--- src/rtl/alu_arbiter.sv ---
// -----------------------------------------------------------------------------
// alu_arbiter
//
// Round-robin arbiter and sequencer that shares one external combinational
// ALU between NREQ requesters. A grant latches the winner's opcode and
// operands into registers that drive the ALU. One cycle later the ALU result
// and flags are captured. The winner then gets a one-cycle done pulse while
// the captured result is presented on res_*.
//
// Sequence: IDLE (arbitrate/latch) -> ISSUE (capture) -> RESP (done) -> IDLE
//
// Ports
//   CLK, RST        clock (rising edge), synchronous active-high reset
//   req             per-requester request, held until that requester's done
//   req_aluop       per-requester opcode, slice i belongs to requester i
//   req_a, req_b    per-requester operands, slice i belongs to requester i
//   done            one-hot, one-cycle completion pulse to the owner
//   res_o/n/z/v     captured result and flags, valid while done is high
//   busy            high whenever the sequencer is not in IDLE
//   alu_aluop/port_a/port_b   registered drive to the shared ALU
//   alu_port_o, alu_n/z/v     combinational result and flags from the ALU
// -----------------------------------------------------------------------------
module alu_arbiter #(
  parameter int NREQ   = 2,
  parameter int WORD_W = 32,
  parameter int OP_W   = 4
) (
  input  logic                   CLK,
  input  logic                   RST,
  input  logic [NREQ-1:0]        req,
  input  logic [NREQ*OP_W-1:0]   req_aluop,
  input  logic [NREQ*WORD_W-1:0] req_a,
  input  logic [NREQ*WORD_W-1:0] req_b,
  output logic [NREQ-1:0]        done,
  output logic [WORD_W-1:0]      res_o,
  output logic                   res_n,
  output logic                   res_z,
  output logic                   res_v,
  output logic                   busy,
  output logic [OP_W-1:0]        alu_aluop,
  output logic [WORD_W-1:0]      alu_port_a,
  output logic [WORD_W-1:0]      alu_port_b,
  input  logic [WORD_W-1:0]      alu_port_o,
  input  logic                   alu_n,
  input  logic                   alu_z,
  input  logic                   alu_v
);

  localparam int IDX_W = (NREQ > 1) ? $clog2(NREQ) : 1;

  typedef enum logic [1:0] {
    IDLE  = 2'd0,
    ISSUE = 2'd1,
    RESP  = 2'd2
  } state_t;

  state_t           state;
  logic [IDX_W-1:0] last_grant;
  logic [IDX_W-1:0] owner;

  logic             found;
  logic [IDX_W-1:0] winner;
  int               idx;

  // Round-robin pick: first set request scanning upward from last_grant+1,
  // wrapping modulo NREQ (works for non-power-of-two NREQ as well).
  always_comb begin
    // NOTE: every variable gets a default before any conditional assignment,
    // otherwise paths that skip the assignment infer a latch.
    found  = 1'b0;
    winner = '0;
    idx    = 0;
    for (int k = 0; k < NREQ; k++) begin
      idx = int'(last_grant) + 1 + k;
      if (idx >= NREQ) idx = idx - NREQ;
      if (!found && req[idx]) begin
        found  = 1'b1;
        winner = IDX_W'(idx);
      end
    end
  end

  // NOTE: all state below uses non-blocking assignments so every register
  // samples pre-edge values, independent of statement order.
  always_ff @(posedge CLK) begin
    if (RST) begin
      state      <= IDLE;
      last_grant <= IDX_W'(NREQ - 1);
      owner      <= '0;
      done       <= '0;
      busy       <= 1'b0;
      res_o      <= '0;
      res_n      <= 1'b0;
      res_z      <= 1'b0;
      res_v      <= 1'b0;
      alu_aluop  <= '0;
      alu_port_a <= '0;
      alu_port_b <= '0;
    end else begin
      // done is a pulse: cleared every cycle unless set below
      done <= '0;
      case (state)
        IDLE: begin
          if (found) begin
            alu_aluop  <= req_aluop[winner*OP_W +: OP_W];
            alu_port_a <= req_a[winner*WORD_W +: WORD_W];
            alu_port_b <= req_b[winner*WORD_W +: WORD_W];
            owner      <= winner;
            state      <= ISSUE;
            busy       <= 1'b1;
          end
        end
        ISSUE: begin
          // ALU inputs have been stable from registers for this whole cycle
          res_o       <= alu_port_o;
          res_n       <= alu_n;
          res_z       <= alu_z;
          res_v       <= alu_v;
          done[owner] <= 1'b1;
          state       <= RESP;
        end
        RESP: begin
          // requests seen here wait for the next IDLE decision
          last_grant <= owner;
          state      <= IDLE;
          busy       <= 1'b0;
        end
        default: begin
          state <= IDLE;
          busy  <= 1'b0;
        end
      endcase
    end
  end

endmodule

--- config.mk ---
export PLATFORM = sky130hd
export DESIGN_NAME = alu_arbiter
export DESIGN_NICKNAME = d
export VERILOG_FILES = /design/src/rtl/alu_arbiter.sv
export SDC_FILE = /design/constraint.sdc
export NUM_CORES = 1
export LEC_CHECK = 0
export ABC_AREA = 1
export CAP_MARGIN = 20
export CORE_UTILIZATION = 25
export DETAILED_ROUTE_END_ITERATION = 10
export PLACE_DENSITY = 0.66
export SETUP_SLACK_MARGIN = 0.2
export SLEW_MARGIN = 0
export SYNTH_ARGS = -nofsm -noshare
export SYNTH_HDL_FRONTEND = slang
export SYNTH_SLANG_ARGS = --single-unit
--- constraint.sdc ---
create_clock -name CLK -period 1.6 [get_ports CLK]
set_input_delay 0.32 -clock CLK [delete_from_list [all_inputs] [get_ports CLK]]
set_output_delay 0.32 -clock CLK [all_outputs]
set_load 0.01 [all_outputs]
==> results_dict.tcl <==
set metrics [dict create \
    seqPwrFrac 0.405 \
    p_per_area_nw_per_um2 887 \
    die-area_um2 22400 \
    clkLatencyLatePin_ns 0.36 \
    h-tree-depth 3 \
    crit_family "flip-flops" \
    grt_pass1_wl_um 27600 \
    hold_viol_final 0 \
    final_util 0.416 \
    syn_to_final_growth_pct 62.1 \
    initial_core_util 0.257 \
    power_frac_clock 0.304 \
    fin_setup_tns_ns 0 \
    placed_cells 1354 \
    clock-root-buffer "clkbuf_16" \
    switchingPower_mw 2.52 \
    grt_pass1_vias 5468 \
    outcome "complete, no violations" \
    synth.area.top_cells "dfxtp_1 (40%), nor2_1 (14%), nand2_1 (14%), nand3_1 (6.5%), a21boi_1 (5.6%)" \
    port_buffers 280 \
    finalSetupViolCount 0 \
    place_area_um2 8540 \
    ys_seq_elements 110 \
    critPathArrivalTime_ns 1.01 \
    fin_crit_ns 1.33 \
    intPower_mw 5.32 \
    overflow 0 \
    num_vias 5930 \
    rrSetupSlack_ns 0.29 \
    drt_iter0_markers 219 \
    ys_types 21 \
    critPathRequiredTime_ns 1.28 \
    drt-total-wl_um 18100 \
    place_ws_ns -0.175 \
    seqCellArea_um2 2200 \
    fmax_ghz 0.754 \
    end_kind "output pin" \
    drtPass1Iterations 4 \
    holdBufCountCts 0 \
    clk_pin_slew_ns 0.10 \
    yosysTopAreaCellShare 0.404 \
    multi_input_area_um2 2690 \
    core-area_um2 21200 \
    antenna_found_initial 2 \
    holdCritPathClass "reg2reg" \
    vdd_ir_drop_max_uv 486 \
    cts_tree "yes" \
    ys_warn_count 0 \
    p_leak_nw 4.30 \
    slew_violations 0 \
    clock-sinks 110 \
    syn_area_per_cell_um2 6.46 \
    fin_area_um2 8830 \
    yosysTopAreaCell "dfxtp_1" \
    finalCritPeriodShare 0.829 \
    pwr-share-comb 0.292 \
    drtAntennaViolNets 0 \
    p_sw_frac 0.321 \
    syn_nets 1018 \
    path_max_fanout 2 \
    skew_ns 0.0173 \
    tightest_slew_ns 0.407 \
    path_buf_inv 1 \
    grt_use_met1 0.189 \
    grt_usage 0.156 \
    top_usage_layer "met2" \
    use_met3 0.0500 \
    place_congestion 0.799 \
    start_kind "flip-flop" \
    drive_above_1_share 0.0455 \
    wl_per_cell_um 13.2 \
    n_fill_cell 2218 \
    slew_headroom 0.729 \
    dp_hpwl_um 12300 \
    critPathSlowestCell "dfxtp_1" \
    grt_util_met2 0.264 \
    die_x_um 150 \
    synthCells 843 \
    clock_path_buffers 2 \
    layout.nets 1269 \
    cap_violations 0 \
    cts_buffers 9 \
    core.rowCount 53 \
    grt_max_degree 82 \
    rsz0062_at_grt "yes" \
    die_height_um 150 \
    setup_ws_ns 0.273 \
    via_per_inst 4.31 \
    syn_area_um2 5450 \
    drcViolationCount 0 \
    path_class "reg2out" \
    critPathMaxStageDelay_ns 0.35 \
    instances_no_fill 1376 \
    cp_cell_sequence "dlygate4sd2_1" \
    ios 281 \
    seq_area_frac_synth 0.404 \
]
==> through the flow <==
stage / hold slack (ns) / power [mW]
6_report: 0.475 / 7.83
5_1_grt: 0.498 / 8.34
4_1_cts: 0.467 / 7.91
3_5_place_dp: 0.461 / 5.66
3_3_place_gp: 0.459 / 5.64
2_1_floorplan: 0.389 / 4.36
==> path summary, 6_finish.rpt <==
| check | startpoint | cells past startpoint | endpoint |
|---|---|---|---|
| setup / recovery | busy | 1 | busy |
| hold / removal | busy | 2 | busy |
| setup reg to reg | state[0] | 8 | alu_port_a[14] |
| hold reg to reg | busy | 2 | busy |
==> synthesized netlist by cell type, drive strengths merged <==
cell / number
nand2: 208
inv: 72
and3: 1
a21boi: 68
dfxtp: 110
a21oi: 2
buf: 42
o21ai: 37
nor3: 1
nand3: 71
nor2: 212
clkbuf: 19
==> layer usage <==
metal | wire, um | vias to the layer above
met5 | 0 | -
met1 | 8020 | 2612
met4 | 193 | 0
met2 | 8300 | 207
met3 | 1600 | 13
li1 | - | 3098
==> cell usage in the layout (no fill, tap or decap), types with 2 or more instances in the layout <==
cell type,instances
dfxtp_2,2
diode_2,2
dfxtp_1,108
o21ai_0,28
clkdlybuf4s50_1,172
a21oi_1,2
a21boi_1,41
clkinv_8,2
nor2_2,2
inv_6,2
a21boi_0,27
nor2_1,208
inv_8,2
o21ai_1,8
inv_1,68
nand2_1,207
nor2_4,2
buf_12,11
buf_4,8
nand3_1,71
clkbuf_16,11
inv_2,3
dlygate4sd2_1,106
==> power groups by stage <==
stage          Combinational, mW  Clock (mW)  Sequential [mW]
6_report                    2.28        2.38             3.17
4_1_cts                     2.24        2.50             3.17
3_5_place_dp                2.42           0             3.25
2_1_floorplan              0.991           0             3.37
5_1_grt                     2.55        2.58             3.21
3_3_place_gp                2.41           0             3.23
==> cell type report <==
class,count,share of cell area
Antenna cell,2,0.000567
Clock inverter,7,0.0101
Multi-Input combinational cell,600,0.304
Timing Repair Buffer,301,0.340
Inverter,72,0.0309
Clock buffer,9,0.0255
Sequential cell,110,0.250
Tap cell,275,0.0390
==> registers in the layout, summed over array words and instances (netlist names), 2 cells and up <==
name	count
alu_aluop	4
alu_port_a	32
alu_port_b	32
done	2
res_o	32
state	2
==> kinds of logic after synthesis <==
| group | count (synthesis) | share of synthesized area |
|---|---|---|
| and+or+nand+nor | 493 | 0.359 |
| buffers and inverters | 133 | 0.107 |
| DFF | 110 | 0.404 |
| AOI/OAI and AO/OA | 107 | 0.130 |
==> timing repair <==
action / in CTS / in global routing
cloned: 0 / 2
pin swaps: 0 / 2
resized for setup: 107 / 7
endpoints found under the setup margin: 106 / 56
buffers inserted: 0 / 2
Note: power is estimated with default switching activity, not from simulation.
